--- src/rtl/rep5_serial_encoder.sv ---
// Repetition-code serial transmitter: sends each bit of a parallel word REP times, MSB first,
// with valid/ready handshakes on both the word side and the symbol side.
module rep5_serial_encoder #(
   parameter int unsigned DATA_W = 8,
   parameter int unsigned REP    = 5
) (
   input  logic              clk,
   input  logic              rst_n,
   input  logic              in_valid,
   input  logic [DATA_W-1:0] in_data,
   output logic              in_ready,
   input  logic              tx_ready,
   output logic              tx_valid,
   output logic              tx_bit,
   output logic              tx_first,
   output logic              tx_last,
   output logic              busy
);

   localparam int unsigned RepW = (REP > 1) ? $clog2(REP) : 1;
   localparam int unsigned BitW = (DATA_W > 1) ? $clog2(DATA_W) : 1;
   localparam logic [RepW-1:0] RepMax = RepW'(REP - 1);
   localparam logic [BitW-1:0] BitMax = BitW'(DATA_W - 1);

   typedef enum logic [0:0] {StIdle, StSend} state_e;

   state_e            state_q, state_d;
   logic [DATA_W-1:0] shreg_q, shreg_d;
   logic [RepW-1:0]   rep_cnt_q, rep_cnt_d;
   logic [BitW-1:0]   bit_cnt_q, bit_cnt_d;
   logic              accept;
   logic              xfer;

   assign accept = in_valid && in_ready;
   assign xfer   = tx_valid && tx_ready;

   always_ff @(posedge clk or negedge rst_n) begin
      if (!rst_n) begin
         state_q   <= StIdle;
         shreg_q   <= '0;
         rep_cnt_q <= '0;
         bit_cnt_q <= '0;
      end else begin
         state_q   <= state_d;
         shreg_q   <= shreg_d;
         rep_cnt_q <= rep_cnt_d;
         bit_cnt_q <= bit_cnt_d;
      end
   end

   always_comb begin
      state_d   = state_q;
      shreg_d   = shreg_q;
      rep_cnt_d = rep_cnt_q;
      bit_cnt_d = bit_cnt_q;
      unique case (state_q)
         StIdle: begin
            if (accept) begin
               state_d   = StSend;
               shreg_d   = in_data;
               rep_cnt_d = '0;
               bit_cnt_d = '0;
            end
         end
         StSend: begin
            if (xfer) begin
               if (rep_cnt_q != RepMax) begin
                  rep_cnt_d = rep_cnt_q + 1'b1;
               end else begin
                  rep_cnt_d = '0;
                  shreg_d   = shreg_q << 1;
                  bit_cnt_d = (bit_cnt_q == BitMax) ? '0 : bit_cnt_q + 1'b1;
               end
               // Final symbol: either chain straight into the next word or drop to idle.
               if (tx_last) begin
                  if (accept) begin
                     shreg_d = in_data;
                  end else begin
                     state_d = StIdle;
                  end
               end
            end
         end
         default: state_d = StIdle;
      endcase
   end

   always_comb begin
      in_ready = 1'b0;
      tx_valid = 1'b0;
      tx_bit   = 1'b0;
      tx_first = 1'b0;
      tx_last  = 1'b0;
      busy     = 1'b0;
      unique case (state_q)
         StIdle: begin
            in_ready = 1'b1;
         end
         StSend: begin
            tx_valid = 1'b1;
            busy     = 1'b1;
            tx_bit   = shreg_q[DATA_W-1];
            tx_first = (rep_cnt_q == '0) && (bit_cnt_q == '0);
            tx_last  = (rep_cnt_q == RepMax) && (bit_cnt_q == BitMax);
            in_ready = tx_last && tx_ready;
         end
         default: ;
      endcase
   end

endmodule

--- config.mk ---
export PLATFORM = sky130hd
export DESIGN_NAME = rep5_serial_encoder
export DESIGN_NICKNAME = d
export VERILOG_FILES = /design/src/rtl/rep5_serial_encoder.sv
export SDC_FILE = /design/constraint.sdc
export NUM_CORES = 1
export LEC_CHECK = 0
export ABC_AREA = 1
export CAP_MARGIN = 15
export CORE_UTILIZATION = 30
export CTS_CLUSTER_SIZE = 20
export DETAILED_ROUTE_END_ITERATION = 8
export GPL_TIMING_DRIVEN = 1
export SLEW_MARGIN = 10
export SYNTH_ARGS = -nofsm -noshare
export SYNTH_HDL_FRONTEND = slang
export SYNTH_SLANG_ARGS = --single-unit
--- constraint.sdc ---
create_clock -name clk -period 1.4 [get_ports clk]
set_input_delay 0.14 -clock clk [delete_from_list [all_inputs] [get_ports clk]]
set_output_delay 0.14 -clock clk [all_outputs]
set_load 0.03 [all_outputs]
==> impl_metrics.toml <==
[logic_synthesis]
ys_types = 18
ys_seq_area_share_pct = 41.0
avgSynthCellArea_sq_um = 7.70
synth_warnings = 0
ys_top_cells_by_area = "dfrtp_1 41%, nand2_1 17%, nand3_1 9.8%"
netlist_instances = 119
synth.largest_area_cell = "dfrtp_1"
synth.ff_latch_count = 15
synth.top_cell.area_share_pct = 41.0
netlist_area_sq_um = 916
synth_fp_nets = 136

[floorplan]
fp-row-count = 19
initial_core_util_pct = 32.4
die_area_sq_um = 3280
coreArea_sq_um = 2830
io_pins = 18
die_y_um = 57.3
die_w_um = 57.3

[sta]
hold_slack_ps = 149
setup_slack_ps = -152
period_needed_ps = 1550
hold_viol_final = 0
final_max_slew_viol_count = 0
setup_viol = 6
tns_ps = -579
fin_skew_ps = 2.49
timing.fmax_mhz = 644
relSlewSlack_pct = 81.5
rsz0062_at_grt = "true"
worst_slew_pin_slew_ps = 278
period_share_pct = 111

[detailed_routing]
vias = 891
antenna_left = 0
dr.first_iter.drc_count = 18
routed_via_density = 4.66
drc = 2
wl_per_cell_um = 11.5
drt_wl_total_um = 2200
first_pass_iters = 6

[placed_design]
gp_congestion = 0.805
place_area_sq_um = 1210
place_hpwl_um = 1570
io_buffers = 17

[global_route]
antenna_found_initial = 0
gr-usage-all-layers_pct = 14.2
grt_pass1_wl_um = 3590
overflow = 0
grt_pass1_vias = 795
grt_max_degree = 16

[power]
vdd_drop_max_mv = 0.776
p_switching_mw = 0.763
p_sw_share_pct = 39.1
power_mw = 1.95
p_clk_share_pct = 13.6
power_frac_seq_pct = 37.2
pwr-share-comb_pct = 49.2
p_int_mw = 1.19
p_per_area_nw_per_um2 = 1440
p_leak_nw = 0.738

[clock_tree]
clkTransAtPathRegs_ps = 100
cts_root_buf = "clkbuf_4"
cts_tree = "done"
clk_latency_ps = 290
cts_buffers = 3
h-tree-depth = 1
cts_buffer_depth = 2
clock_sinks = 15

[worst_setup_path]
end_kind = "output port"
crit_type = "register to output port"
worstPathRequired_ps = 1260
crit_start = "rep_cnt_q[0]"
crit_fanout = 4
cp.arrival_ps = 1410
reg2reg_from = "rep_cnt_q[0]"
start_kind = "register"

[final_layout]
nets = 178
final_area_sq_um = 1360
area_growth_syn_to_layout_pct = 48.4
drive_gt1_share_pct = 31.3
diodes = 0
post-route-util_pct = 48.0

[run_status]
status = "complete, but fails checks"
violations = "DRC, setup timing"

[worst_hold_path]
hold_path.class = "input pin to async pin"

[flow_run]
maxCapViolCount = 0
[flip-flops by register name, indices dropped and copies added, names as in the netlist]
register / count
state_q: 1
bit_cnt_q: 3
rep_cnt_q: 3
shreg_q: 8
[logic make-up (layout without fill, tap and decap cells)]
family                     Yosys count  count (layout)  synth area share, %
AOI/OAI and AO/OA                    6               6                 3.28
buffers and inverters               18              59                 7.92
DFF                                 15              15                 41.0
xor gates and xnor gates             1               1                0.956
adders and majority gates            5               5                 6.83
and+or+nand+nor                     74              74                 40.0
[area by class of cell]
class / count / area [sq um]
Multi-Input combinational cell: 86 / 528
Clock buffer: 4 / 26.3
Tap cell: 31 / 38.8
Timing Repair Buffer: 39 / 328
Fill cell: 288 / 1470
Inverter: 16 / 62.6
Sequential cell: 15 / 375
[routing by layer]
layer	vias to the layer above	routed length, um	GRT usage [%]
met4	0	25	5.23
met3	3	91	2.04
li1	457	-	-
met5	-	0	0
met1	407	1060	19.1
met2	24	1020	23.4
[Yosys cell counts]
cell      count
buf_4         1
nand2_1      41
nor2_1        2
o21ai_0       1
dfrtp_1      15
nand2_2       2
nor3_1        1
nor2_4        1
inv_1        16
nand3b_1      3
nand3_4       1
buf_2         1
nand3_1      18
o21ai_1       5
nand4_1       2
nand2_4       3
xor2_1        1
ha_1          5
[critical path, cell delays in order (launching register included)]
cell,delay [ps]
dfrtp_1,410
inv_2,80
ha_4,150
buf_4,130
nand4_1,90
nor2_1,90
buf_4,160
[power groups by stage]
stage	registers, mW	clock network [mW]	logic [mW]
5_1_grt	0.748	0.287	1.09
3_5_place_dp	0.713	0	0.769
4_1_cts	0.711	0.271	0.895
6_report	0.725	0.266	0.960
3_3_place_gp	0.709	0	0.748
2_1_floorplan	0.685	0	0.500
[placed cells by master, fill, tap and decap left out, drive strengths merged]
cell           count
inv               16
nor3               1
nor2               3
o21ai              6
nand4              2
nand3b             3
xor2               1
clkdlybuf4s50     11
ha                 5
nand2             46
clkbuf             4
nand3             19
dfrtp             15
buf               28
[stage by stage]
stage | setup WS, ps | std cells
after global routing | -236 | 191
after detailed placement | -14.1 | 179
final | -152 | 191
after global placement | 9.90 | 179
after floorplan | 24.5 | 119
after CTS | -156 | 187
[final timing paths]
kind | to | slack [ps] | cells after the start
worst max-delay path | tx_first | -150 | 6
worst min-delay path | bit_cnt_q[1] | 150 | 2
worst max register to register | shreg_q[3] | -50 | 10
worst min register to register | shreg_q[2] | 520 | 2
max in group asynchronous | shreg_q[4] | 1070 | 2
min in group clk | shreg_q[0] | 390 | 3
[what timing repair did]
action	4_1_cts	5_1_grt
setup buffers	4	4
pin swaps	4	7
gates cloned	0	0
hold buffers	0	0
setup endpoints to repair	10	11
resized for setup	12	5
Note: power is estimated with default switching activity, not from simulation.
